===== src/rtl/etch_pen_ctrl_if.sv =====
// ---------------------------------------------------------------------------
// etch_pen_ctrl_if
//   Bundles the button/clear inputs and the video-RAM write port of the
//   etch-a-sketch pen controller.
//
//   Signals
//     up_lvl/down_lvl/left_lvl/right_lvl  debounced direction button levels
//     clr_req                             one-cycle bitmap erase request
//     pen_color [2:0]                     colour painted at the pen
//     pen_x/pen_y [COORD_W-1:0]           current pen column/row
//     we                                  RAM write enable
//     addr_w [2*COORD_W-1:0]              RAM write address {row, column}
//     din [2:0]                           RAM write data
//     busy                                clear sweep in progress
//
//   Modports
//     master  the side that drives buttons and observes the write port
//     slave   the pen controller itself
// ---------------------------------------------------------------------------
interface etch_pen_ctrl_if #(
    parameter int COORD_W = 7
);
    logic                   up_lvl;
    logic                   down_lvl;
    logic                   left_lvl;
    logic                   right_lvl;
    logic                   clr_req;
    logic [2:0]             pen_color;
    logic [COORD_W-1:0]     pen_x;
    logic [COORD_W-1:0]     pen_y;
    logic                   we;
    logic [2*COORD_W-1:0]   addr_w;
    logic [2:0]             din;
    logic                   busy;

    modport master (
        output up_lvl, down_lvl, left_lvl, right_lvl, clr_req, pen_color,
        input  pen_x, pen_y, we, addr_w, din, busy
    );

    modport slave (
        input  up_lvl, down_lvl, left_lvl, right_lvl, clr_req, pen_color,
        output pen_x, pen_y, we, addr_w, din, busy
    );
endinterface


===== src/rtl/etch_pen_ctrl.sv =====
// ---------------------------------------------------------------------------
// etch_pen_ctrl
//   Pen/cursor controller feeding the write port of the etch-a-sketch video
//   RAM. Direction button levels become single steps on a press, then
//   auto-repeat steps while held; the pen is clamped to the bitmap. In DRAW
//   the pen colour is written at the pen every cycle; a clear request (or
//   reset) sweeps every address with BG_COLOR first.
//
//   Ports
//     clk    in   system clock, rising edge
//     reset  in   synchronous, active-high; restarts the clear sweep
//     bus    etch_pen_ctrl_if.slave: buttons, clr_req, pen_color in;
//            pen_x, pen_y, we, addr_w, din, busy out
// ---------------------------------------------------------------------------
module etch_pen_ctrl #(
    parameter int         COORD_W   = 7,
    parameter int         RPT_DELAY = 25_000_000,
    parameter int         RPT_RATE  = 2_500_000,
    parameter logic [2:0] BG_COLOR  = 3'b000
) (
    input  logic           clk,
    input  logic           reset,
    etch_pen_ctrl_if.slave bus
);

    localparam int RPT_MAX = (RPT_DELAY > RPT_RATE) ? RPT_DELAY : RPT_RATE;
    localparam int CNT_W   = $clog2(RPT_MAX + 1);
    localparam int ADDR_W  = 2 * COORD_W;

    localparam logic [COORD_W-1:0] POS_MAX    = '1;
    localparam logic [ADDR_W-1:0]  SWEEP_LAST = '1;
    localparam logic [CNT_W-1:0]   THR_DELAY  = CNT_W'(RPT_DELAY);
    localparam logic [CNT_W-1:0]   THR_RATE   = CNT_W'(RPT_RATE);

    // Direction indices into the per-button vectors.
    localparam int D_UP    = 0;
    localparam int D_DOWN  = 1;
    localparam int D_LEFT  = 2;
    localparam int D_RIGHT = 3;

    typedef enum logic {
        ST_CLEAR = 1'b0,
        ST_DRAW  = 1'b1
    } state_t;

    // Saturating one-position move; inc and dec never arrive together
    // because an axis conflict suppresses both steps.
    function automatic logic [COORD_W-1:0] step_axis(
        input logic [COORD_W-1:0] pos,
        input logic               inc,
        input logic               dec
    );
        logic [COORD_W-1:0] res;
        res = pos;
        if (inc && (pos != POS_MAX)) begin
            res = pos + 1'b1;
        end else if (dec && (pos != '0)) begin
            res = pos - 1'b1;
        end
        return res;
    endfunction

    state_t                      state_q, state_d;
    logic [ADDR_W-1:0]           sweep_q, sweep_d;
    logic [COORD_W-1:0]          pen_x_q, pen_x_d;
    logic [COORD_W-1:0]          pen_y_q, pen_y_d;
    logic [3:0]                  lvl;
    logic [3:0]                  conflict;
    logic [3:0]                  prev_q;
    logic [3:0]                  step;
    logic [3:0]                  rpt_q, rpt_d;
    logic [3:0][CNT_W-1:0]       cnt_q, cnt_d;

    assign lvl = {bus.right_lvl, bus.left_lvl, bus.down_lvl, bus.up_lvl};

    // Opposite buttons on one axis cancel each other out.
    assign conflict[D_UP]    = bus.up_lvl & bus.down_lvl;
    assign conflict[D_DOWN]  = bus.up_lvl & bus.down_lvl;
    assign conflict[D_LEFT]  = bus.left_lvl & bus.right_lvl;
    assign conflict[D_RIGHT] = bus.left_lvl & bus.right_lvl;

    // Per-direction step generation.
    // cnt counts cycles since the last step of that direction; cnt==0 means
    // "not armed", so a level already high when entering DRAW (or left over
    // after an axis conflict) never starts repeating without a fresh press.
    // rpt selects the initial delay or the repeat period as the threshold.
    always_comb begin
        step  = '0;
        cnt_d = cnt_q;
        rpt_d = rpt_q;
        for (int i = 0; i < 4; i++) begin
            if ((state_q != ST_DRAW) || !lvl[i] || conflict[i]) begin
                cnt_d[i] = '0;
                rpt_d[i] = 1'b0;
            end else if (!prev_q[i]) begin
                step[i]  = 1'b1;
                cnt_d[i] = CNT_W'(1);
                rpt_d[i] = 1'b0;
            end else if (cnt_q[i] != '0) begin
                if (cnt_q[i] == (rpt_q[i] ? THR_RATE : THR_DELAY)) begin
                    step[i]  = 1'b1;
                    cnt_d[i] = CNT_W'(1);
                    rpt_d[i] = 1'b1;
                end else begin
                    cnt_d[i] = cnt_q[i] + 1'b1;
                end
            end
        end
    end

    always_comb begin
        pen_x_d = step_axis(pen_x_q, step[D_RIGHT], step[D_LEFT]);
        pen_y_d = step_axis(pen_y_q, step[D_DOWN], step[D_UP]);
    end

    // Mode FSM: the sweep counter wraps to zero on its last address, so it
    // is already at 0 whenever DRAW hands back to CLEAR.
    always_comb begin
        state_d = state_q;
        sweep_d = sweep_q;
        case (state_q)
            ST_CLEAR: begin
                sweep_d = sweep_q + 1'b1;
                if (sweep_q == SWEEP_LAST) begin
                    state_d = ST_DRAW;
                end
            end
            ST_DRAW: begin
                sweep_d = '0;
                if (bus.clr_req) begin
                    state_d = ST_CLEAR;
                end
            end
            default: begin
                state_d = ST_CLEAR;
                sweep_d = '0;
            end
        endcase
    end

    always_ff @(posedge clk) begin
        if (reset) begin
            state_q <= ST_CLEAR;
            sweep_q <= '0;
            pen_x_q <= '0;
            pen_y_q <= '0;
            prev_q  <= '0;
            rpt_q   <= '0;
            cnt_q   <= '0;
        end else begin
            state_q <= state_d;
            sweep_q <= sweep_d;
            pen_x_q <= pen_x_d;
            pen_y_q <= pen_y_d;
            // Tracks the levels in every state so a button held through a
            // sweep is not seen as a new press when DRAW resumes.
            prev_q  <= lvl;
            rpt_q   <= rpt_d;
            cnt_q   <= cnt_d;
        end
    end

    assign bus.pen_x  = pen_x_q;
    assign bus.pen_y  = pen_y_q;
    assign bus.we     = 1'b1;
    assign bus.busy   = (state_q == ST_CLEAR);
    assign bus.addr_w = (state_q == ST_CLEAR) ? sweep_q : {pen_y_q, pen_x_q};
    assign bus.din    = (state_q == ST_CLEAR) ? BG_COLOR : bus.pen_color;

endmodule


===== src/flat_wrapper.sv =====
// flat-port wrapper written by rule: the top's interface ports become plain ports
module etch_pen_ctrl_flat 
#(
    parameter int         COORD_W   = 7,
    parameter int         RPT_DELAY = 25_000_000,
    parameter int         RPT_RATE  = 2_500_000,
    parameter logic [2:0] BG_COLOR  = 3'b000
)
  (clk, reset, bus_up_lvl, bus_down_lvl, bus_left_lvl, bus_right_lvl, bus_clr_req, bus_pen_color, bus_pen_x, bus_pen_y, bus_we, bus_addr_w, bus_din, bus_busy);
  etch_pen_ctrl_if #(.COORD_W(COORD_W)) bus_i ();
  input  logic clk;
  input  logic reset;
  input wire logic [$bits(bus_i.up_lvl)-1:0] bus_up_lvl;
  input wire logic [$bits(bus_i.down_lvl)-1:0] bus_down_lvl;
  input wire logic [$bits(bus_i.left_lvl)-1:0] bus_left_lvl;
  input wire logic [$bits(bus_i.right_lvl)-1:0] bus_right_lvl;
  input wire logic [$bits(bus_i.clr_req)-1:0] bus_clr_req;
  input wire logic [$bits(bus_i.pen_color)-1:0] bus_pen_color;
  output wire logic [$bits(bus_i.pen_x)-1:0] bus_pen_x;
  output wire logic [$bits(bus_i.pen_y)-1:0] bus_pen_y;
  output wire logic [$bits(bus_i.we)-1:0] bus_we;
  output wire logic [$bits(bus_i.addr_w)-1:0] bus_addr_w;
  output wire logic [$bits(bus_i.din)-1:0] bus_din;
  output wire logic [$bits(bus_i.busy)-1:0] bus_busy;
  assign bus_i.up_lvl = bus_up_lvl;
  assign bus_i.down_lvl = bus_down_lvl;
  assign bus_i.left_lvl = bus_left_lvl;
  assign bus_i.right_lvl = bus_right_lvl;
  assign bus_i.clr_req = bus_clr_req;
  assign bus_i.pen_color = bus_pen_color;
  assign bus_pen_x = bus_i.pen_x;
  assign bus_pen_y = bus_i.pen_y;
  assign bus_we = bus_i.we;
  assign bus_addr_w = bus_i.addr_w;
  assign bus_din = bus_i.din;
  assign bus_busy = bus_i.busy;
  etch_pen_ctrl #(.COORD_W(COORD_W), .RPT_DELAY(RPT_DELAY), .RPT_RATE(RPT_RATE), .BG_COLOR(BG_COLOR)) u_core (.clk(clk), .reset(reset), .bus(bus_i));
endmodule

===== config.mk =====
export PLATFORM = sky130hd
export DESIGN_NAME = etch_pen_ctrl_flat
export DESIGN_NICKNAME = d
export VERILOG_FILES = /design/src/rtl/etch_pen_ctrl_if.sv /design/src/rtl/etch_pen_ctrl.sv /design/src/flat_wrapper.sv
export SDC_FILE = /design/constraint.sdc
export NUM_CORES = 1
export LEC_CHECK = 0
export CAP_MARGIN = 10
export CORE_MARGIN = 1
export CORE_UTILIZATION = 54
export DETAILED_ROUTE_END_ITERATION = 8
export PLACE_DENSITY_LB_ADDON = 0.05
export SKIP_LAST_GASP = 1
export SLEW_MARGIN = 20
export SYNTH_ARGS = -nofsm -noshare
export SYNTH_HDL_FRONTEND = slang
export SYNTH_SLANG_ARGS = --single-unit

===== constraint.sdc =====
create_clock -name clk -period 3.55 [get_ports clk]
set_clock_uncertainty 0.1 [all_clocks]
set_input_delay 0.71 -clock clk [delete_from_list [all_inputs] [get_ports clk]]
set_output_delay 0.71 -clock clk [all_outputs]
set_load 0.03 [all_outputs]

==> flow_summary.yaml, run 1 <==
routing:
  drtAntennaViolNets: 0
  first_iter_violations: 329
  vias: 6284
  dr.pass1.iters: 5
  viasPerCell: 5.72
  drc: 0
  wirelength_microns: 16300
  wire_per_inst_microns: 14.9
yosys:
  synth_simple_gate_area_share_pct: 30.3
  syn-num-nets: 883
  yosysWarningCount: 0
  syn_area_per_cell_sq_um: 8.38
  synth_fa_ha_area_share_pct: 3.89
  netlist_instances: 852
  synth.distinct_cells: 67
  synth_flop_cell: "dfxtp_1"
  synth_top_cell_by_area: "dfxtp_1"
  synth-compound-area-share_pct: 10.7
  synth_edf_count: 0
  synth.area.top_cells: "dfxtp_1 (38%), xor2_1 (6.1%), nor2_1 (6.0%)"
  synth_top_family_by_area: "simple AND/OR/NAND/NOR gates"
  ys_seq_area_share_pct: 38.4
  synth-seq-cells: 137
  ys_async_sr_fraction_pct: 0
  synth_area_sq_um: 7140
  synthMuxAreaShare_pct: 3.08
  synth-xor-area-share_pct: 10.9
  synth_top_area_share_pct: 38.4
timing:
  worstMarginPinSlew_ns: 0.887
  period_share_pct: 96.9
  finalSetupViolCount: 0
  layout_min_cycle_time_ns: 3.44
  slew_violations: 0
  max_freq_ghz: 0.291
  hold_violations: 0
  slew_headroom_pct: 40.8
clocking:
  hold_buffers: 0
  max-clock-path-buffers: 2
  cts_resized: 0
  cts-root-buf: "clkbuf_16"
  cts.clk_slew.worst_paths_ns: 0.06
  postCtsSetupBuffers: 0
  worstSkewPairLatency_ns: 0.42
  htree_levels: 4
  cts_tree: "yes"
  numCtsBuffers: 17
  numClockSinks: 137
layout:
  mostFrequentLayoutCells: "dfxtp_1 (137), nor2_1 (115), nand2_1 (63), nand3_1 (62), xor2_1 (50)"
  final_common_cell: "dfxtp_1"
  syn_to_final_growth_pct: 18.4
  stdcell_count: 1098
  final_net_count: 944
  design_area_sq_um: 8460
  drive_gt1_share_pct: 9.83
  antenna_cells: 0
global_route:
  track_usage_pct: 24.9
  grt_max_degree: 25
  gr-total-overflow: 0
  grt_pass1_wl_microns: 26800
  antenna_found_initial: 0
  grt_pass1_vias: 5993
power:
  pwr-share-seq_pct: 46.4
  comb_power_share_pct: 1.5
  peakVddDrop_mv: 0.412
  p_int_mw: 2.65
  switching_share_pct: 20.7
  p_switching_mw: 0.691
  p_clk_share_pct: 52.2
  p_leak_nw: 2.84
  powerDensity_nw_per_um2: 395
floorplan:
  core-area_sq_um: 12800
  die-area_sq_um: 13700
  die_width_microns: 117
  die_h_microns: 117
  io_pins: 43
  row_count: 41
  initial_core_util_pct: 55.9
placement:
  io_buffers: 41
  place_congestion: 0.930
  dpl.cell_count: 1066
  place_area_sq_um: 7840
  hpwl_microns: 11600
critical_path:
  path_buf_inv: 1
  critPathSlowestCell: "or4_1"
  crit_family: "compound AO/OA/AOI/OAI gates"
  crit_chain: "or4_1 -> nor3_2 -> o2111ai_2 -> a21oi_2 -> inv_2 -> fa_1 -> a211oi_2 -> o21bai_1 -> a21oi_2 -> mux2i_1 -> mux2_1"
  slowest_delay_ns: 0.60
  crit_fanout: 6
  r2r_start: "u_core.cnt_q[89]"
  worstPathArrival_ns: 3.65
  path_class: "reg2reg"
  crit_path_start: "u_core.cnt_q[89]"
  endpoint_kind: "flip-flop"
  worst_path_most_repeated_cell: "a21oi_2"
  worstSetupStartpointType: "flip-flop"
  crit_required_ns: 3.76
outcome:
  status: "completed"
worst_hold_path:
  worstHoldStart: "u_core.sweep_q[0]"
  hold_path_class: "reg2reg"
run:
  cap_violations: 0
## kinds of logic (layout without fill, tap and decap cells)
logic type | count (synthesis) | in the layout
AOI/OAI and AO/OA | 117 | 117
xor gates and xnor gates | 89 | 89
adders and majority gates | 21 | 21
buffers and inverters | 47 | 121
DFF | 137 | 137
muxes | 20 | 20
other | 1 | 1
and+or+nand+nor | 420 | 420
## Yosys cell counts, drive strengths merged, types with 23 or more instances
cell type    n
dfxtp      137
xor2        50
a21oi       45
nand4       23
nor3        34
or3         27
o21ai       31
xnor2       39
inv         27
nand3       62
nand2       63
nor2       115
## path summary, 6_finish.rpt
path                    endpoint  slack [ns]  cells after the start
max          u_core.bus.pen_x[6]        0.11                     11
max reg2reg  u_core.bus.pen_x[6]        0.11                     11
min            u_core.sweep_q[0]        0.38                      1
min reg2reg    u_core.sweep_q[0]        0.38                      1
## layout make-up
| type | count | area [sq um] |
|---|---|---|
| Fill cell | 1043 | 4320 |
| Multi-Input combinational cell | 668 | 4240 |
| Sequential cell | 137 | 2740 |
| Timing Repair Buffer | 62 | 568 |
| Clock buffer | 21 | 470 |
| Tap cell | 172 | 215 |
| Clock inverter | 11 | 121 |
| Inverter | 27 | 101 |
## routing by layer
metal / vias up / track usage, % / wire, microns / share of wire [%]
met4: 0 / 13.6 / 454 / 2.8
li1: 3140 / - / - / -
met5: - / 0 / 0 / 0
met1: 2993 / 28.1 / 7040 / 43
met3: 40 / 4.99 / 464 / 2.8
met2: 111 / 44.0 / 8390 / 51
## state kept, by name, indices dropped and copies added, names as in the netlist
| signal | flops |
|---|---|
| u_core.rpt_q | 4 |
| u_core.prev_q | 4 |
| u_core.bus.pen_y | 7 |
| u_core.cnt_q | 100 |
| u_core.state_q | 1 |
| u_core.sweep_q | 14 |
| u_core.bus.pen_x | 7 |
## power groups by stage
stage	Combinational (mW)	Sequential, mW	Clock (mW)
2_1_floorplan	0.0294	1.58	0
5_1_grt	0.0531	1.55	1.84
3_5_place_dp	0.0494	1.58	0
4_1_cts	0.0496	1.55	1.78
6_report	0.0494	1.55	1.74
3_3_place_gp	0.0488	1.58	0
## through the flow
stage	power, mW	hold slack, ns	utilization [%]	setup TNS, ns	setup WS [ns]
4_1_cts	3.37	0.386	66.0	0	0.0952
2_1_floorplan	1.61	0.339	-	0	0.129
6_report	3.34	0.382	66.2	0	0.110
3_5_place_dp	1.63	0.370	61.4	-0.244	-0.131
5_1_grt	3.45	0.427	66.2	-0.0870	-0.0870
3_3_place_gp	1.63	0.362	61.4	-0.0343	-0.0239
## worst reg2reg max path: stages (launching register included)
cell and delay, ns:
dfxtp_1 0.35, or4_1 0.60, nor3_2 0.25, o2111ai_2 0.18, a21oi_2 0.19, inv_2 0.09
fa_1 0.46, a211oi_2 0.30, o21bai_1 0.12, a21oi_2 0.14, mux2i_1 0.22, mux2_1 0.33
(Power assumes the default switching activity.)
==> run 2, diff against run 1 <==
==> constraint.sdc (replaced) <==
create_clock -name clk -period 3.55 [get_ports clk]
set_clock_uncertainty 0.1 [all_clocks]
set_input_delay 0.71 -clock clk [delete_from_list [all_inputs] [get_ports clk]]
set_output_delay 0.71 -clock clk [all_outputs]
set_load 0.05 [all_outputs]
==> run 2 against run 1 <==
Clock-buffer cell count is the same. Utilization increased by 0.19 points. Sequential power about the same. Hold slack gained 0.0056 ns. Non-clock buffer count grew 1. Sequential cell count unchanged. Total power increased by 2.5%. Clock power increased by 5%. Register-to-register slack improved by 0.04 ns. Critical path type unchanged.
==> flow_summary.yaml, run 2 (synthesized netlist as in run 1, its figures left out) <==
critical_path:
  endpoint_kind: "flip-flop"
  r2r_slack_ns: 0.16
  slowest_delay_ns: 0.58
  path_buf_inv: 1
  crit_family: "compound AO/OA/AOI/OAI gates"
  worstSetupStartpointType: "flip-flop"
  crit_fanout: 6
  path_class: "reg2reg"
  worstPathArrival_ns: 3.61
  crit_chain: "or4_1 -> nor3_1 -> o2111ai_1 -> a21oi_2 -> inv_2 -> fa_1 -> a211oi_2 -> o21bai_1 -> a21oi_1 -> mux2i_1 -> mux2_1"
  critPathSlowestCell: "or4_1"
  crit_required_ns: 3.76
floorplan:
  initial_core_util_pct: 55.9
  core-area_sq_um: 12800
  die_width_microns: 117
  die-area_sq_um: 13700
  io_pins: 43
  die_h_microns: 117
  row_count: 41
routing:
  wl_met3_microns: 505
  drtAntennaViolNets: 0
  drc: 0
  viasPerCell: 5.72
  wirelength_microns: 16200
  highest_layer: "met4"
  drt-met1-wl_microns: 7130
  vias: 6276
  dr.pass1.iters: 5
  wl_met2_microns: 8180
  wire_per_inst_microns: 14.8
  first_iter_violations: 424
power:
  peakVddDrop_mv: 0.364
  p_leak_nw: 2.87
  powerDensity_nw_per_um2: 404
  power_mw: 3.43
layout:
  fillers: 1063
  largest_reg_flops: 100
  multi_input_area_sq_um: 4240
  syn_to_final_growth_pct: 18.7
  reg_top3: "u_core.cnt_q: 100 flops, u_core.sweep_q: 14 flops"
  regMostFlops: "u_core.cnt_q"
  antenna_cells: 0
  final_net_count: 945
  mostFrequentLayoutCells: "dfxtp_1 (137), nor2_1 (115), nand2_1 (63), nand3_1 (62), xor2_1 (50)"
  stdcell_count: 1097
  utilization_pct: 66.4
  drive_gt1_share_pct: 9.62
  regArea_sq_um: 2740
  final_common_cell: "dfxtp_1"
  design_area_sq_um: 8480
clocking:
  max-clock-path-buffers: 2
  worstSkewPairLatency_ns: 0.42
  cts_tree: "yes"
  cts.clk_slew.worst_paths_ns: 0.06
  htree_levels: 4
  numClockSinks: 137
  cts-root-buf: "clkbuf_16"
  hold_buffers: 0
  numCtsBuffers: 17
  postCtsSetupBuffers: 0
timing:
  hold_violations: 0
  max_freq_ghz: 0.295
  finalSetupViolCount: 0
  worstMarginPinSlew_ns: 0.899
  layout_setup_ws_ns: 0.155
  rsz0062_at_grt: "true"
  layout_min_cycle_time_ns: 3.39
  finalSetupTns_ns: 0
  hold-worst-slack_ns: 0.388
  slew_violations: 0
  slew_headroom_pct: 40.1
  period_share_pct: 95.6
placement:
  place_area_sq_um: 7850
  io_buffers: 41
  pre_cts_slack_ns: -0.130
  hpwl_microns: 11500
  place_congestion: 0.928
  dpl.cell_count: 1067
worst_hold_path:
  hold_path_class: "reg2reg"
outcome:
  status: "completed"
global_route:
  grt_max_degree: 25
  antenna_found_initial: 0
  grt_pass1_wl_microns: 26500
  grt_pass1_vias: 5811
  gr-total-overflow: 0
  track_usage_pct: 24.7
run:
  cap_violations: 0
run 2: cell type report:
| type | instances | share of cell area (%) |
|---|---|---|
| well taps | 172 | 2.54 |
| flip-flops and latches | 137 | 32.3 |
| inverters | 27 | 1.20 |
| multi-input cells | 668 | 50.0 |
| repair buffers | 63 | 6.79 |
| clock buffers | 21 | 5.43 |
| clock inverters | 9 | 1.74 |
run 2: per-layer routing:
metal | up-vias | GRT usage [%]
met4 | 0 | 10.9
met1 | 2982 | 28.5
met5 | - | 0
li1 | 3143 | -
met2 | 115 | 43.6
met3 | 36 | 5.82
run 2: final timing paths:
path | start | endpoint | depth (start not counted)
worst min-delay path | u_core.prev_q[3] | u_core.rpt_q[3] | 2
worst max-delay path | u_core.cnt_q[89] | u_core.bus.pen_x[6] | 11
worst max register to register | u_core.cnt_q[89] | u_core.bus.pen_x[6] | 11
worst min register to register | u_core.prev_q[3] | u_core.rpt_q[3] | 2
run 2: power by group:
part / switching [mW] / total (mW) / internal, mW
Combinational: 0.0310 / 0.0547 / 0.0237
Clock: 0.624 / 1.82 / 1.20
Sequential: 0.00710 / 1.55 / 1.54
Total: 0.662 / 3.43 / 2.77
run 2: tightest hold or removal path, delay by kind of cell, from the launching register on:
kind,cells,cell delay (ns)
flops,1,0.34
compound gates,1,0.03
simple gates,1,0.07
run 2: repair_timing:
| item | CTS | global route |
|---|---|---|
| endpoints found under the setup margin | 0 | 3 |
| resized for setup | 0 | 7 |
| endpoints found under the hold margin | 0 | 0 |
==> run 3, diff against run 2 <==
--- a/config.mk
+++ b/config.mk
@@ -9,6 +9,7 @@
 export CORE_MARGIN = 1
 export CORE_UTILIZATION = 54
 export DETAILED_ROUTE_END_ITERATION = 8
+export GPL_TIMING_DRIVEN = 0
 export PLACE_DENSITY_LB_ADDON = 0.05
 export SKIP_LAST_GASP = 1
 export SLEW_MARGIN = 20
==> run 3 against run 2 <==
Sequential cell count stayed put. Hold slack worse by 0.0083 ns. Global-route usage is 0.93 points higher. Final area is 0.97% higher. Sequential share of layout area is 0.31 points lower. Critical path type is now in2reg. Wire length is 4.2% higher. Highest routed layer unchanged. Clock-buffer cell count stayed put. Sequential power hardly changed. First-iteration DRC count is 6.4% lower. Utilization is 0.65 points higher. Fmax is 1.4% lower. Non-clock buffer count is 7 higher.
==> flow_summary.yaml, run 3 (synthesized netlist as in run 1, its figures left out) <==
outcome:
  status: "completed"
placement:
  dpl.cell_count: 1065
  pre_cts_slack_ns: -0.580
  place_congestion: 0.939
  hpwl_microns: 11700
  place_area_sq_um: 7770
  io_buffers: 41
clocking:
  htree_levels: 4
  max-clock-path-buffers: 2
  hold_buffers: 0
  cts_tree: "yes"
  cts.clk_slew.worst_paths_ns: 0.06
  numClockSinks: 137
  worstSkewPairLatency_ns: 0.42
  cts-root-buf: "clkbuf_16"
  numCtsBuffers: 17
layout:
  syn_to_final_growth_pct: 19.9
  design_area_sq_um: 8560
  utilization_pct: 67.0
  regArea_sq_um: 2740
  largest_reg_flops: 100
  regMostFlops: "u_core.cnt_q"
  fillers: 1034
  stdcell_count: 1106
  drive_gt1_share_pct: 10.1
  mostFrequentLayoutCells: "dfxtp_1 (137), nor2_1 (115), nand2_1 (63), nand3_1 (62), xor2_1 (50)"
  multi_input_area_sq_um: 4310
  final_common_cell: "dfxtp_1"
  antenna_cells: 0
  reg_top3: "u_core.cnt_q: 100 flops, u_core.sweep_q: 14 flops"
  final_net_count: 952
timing:
  layout_min_cycle_time_ns: 3.44
  finalSetupViolCount: 0
  slew_violations: 0
  worstMarginPinSlew_ns: 0.896
  slew_headroom_pct: 39.7
  hold-worst-slack_ns: 0.380
  max_freq_ghz: 0.290
  period_share_pct: 97.0
  finalSetupTns_ns: 0
  rsz0062_at_grt: "false"
  hold_violations: 0
  layout_setup_ws_ns: 0.105
critical_path:
  crit_fanout: 10
  r2r_slack_ns: 0.14
  crit_required_ns: 3.75
  worstSetupStartpointType: "primary input"
  path_class: "in2reg"
  endpoint_kind: "flip-flop"
  worstPathArrival_ns: 3.65
global_route:
  grt_pass1_vias: 5975
  grt_max_degree: 17
  grt_pass1_wl_microns: 27600
  antenna_found_initial: 0
  gr-total-overflow: 0
  track_usage_pct: 25.6
power:
  powerDensity_nw_per_um2: 401
  power_mw: 3.44
  peakVddDrop_mv: 0.369
  p_leak_nw: 2.84
floorplan:
  die-area_sq_um: 13700
  die_h_microns: 117
  row_count: 41
  core-area_sq_um: 12800
  io_pins: 43
  initial_core_util_pct: 55.9
  die_width_microns: 117
routing:
  drc: 0
  drtAntennaViolNets: 0
  dr.pass1.iters: 7
  viasPerCell: 5.80
  wirelength_microns: 16900
  first_iter_violations: 397
  vias: 6411
  wire_per_inst_microns: 15.3
run:
  cap_violations: 0
worst_hold_path:
  hold_path_class: "reg2reg"
## run 3: cell types whose count changed in the layout (fill, tap and decap cells not counted), sizes merged
cell | previous run | this run
buf | 22 | 13
bufinv | 4 | 3
clkinvlp | 1 | 4
clkbuf | 21 | 37
## run 3: cell type report
class / count / share of cell area [%]
multi-input cells: 668 / 50.3
clock buffers: 21 / 5.61
plain buffers: 19 / 0.979
well taps: 172 / 2.51
clock inverters: 11 / 1.68
repair buffers: 51 / 5.67
inverters: 27 / 1.24
flip-flops and latches: 137 / 32.0
## run 3: repair_timing
| item | in CTS | in global routing |
|---|---|---|
| setup endpoints to repair | 9 | 3 |
| gates cloned | 0 | 0 |
| resized for setup | 6 | 16 |
| setup buffers | 2 | 8 |
| pin swaps | 2 | 8 |
## run 3: path summary, 6_finish.rpt
path                           from                   to  depth (start not counted)
hold reg to reg   u_core.sweep_q[0]    u_core.sweep_q[0]                          1
setup / recovery       bus_down_lvl  u_core.bus.pen_y[6]                         11
hold / removal    u_core.sweep_q[0]    u_core.sweep_q[0]                          1
setup reg to reg   u_core.cnt_q[42]  u_core.bus.pen_y[6]                         11
## run 3: layer usage
metal	global-route usage (%)	part of all wire [%]	wire (microns)	vias up
li1	-	-	-	3168
met4	9.11	1.9	320	0
met3	6.54	4.4	744	29
met5	0	0	0	-
met2	45.0	50	8520	185
met1	30.2	43	7310	3029
## run 3: power by group
group / switching, mW / total [mW] / internal, mW
sequential: 0.00593 / 1.55 / 1.54
clock: 0.652 / 1.83 / 1.18
combinational: 0.0353 / 0.0601 / 0.0249
total: 0.693 / 3.44 / 2.74
## run 3: critical path, stage by stage
cell,delay (ns)
clkdlybuf4s50_1,0.51
nor2b_2,0.22
o211ai_1,0.19
a211oi_4,0.33
inv_4,0.11
fa_2,0.39
a211oi_2,0.29
o21bai_1,0.13
a21oi_1,0.20
mux2i_1,0.23
mux2_1,0.33
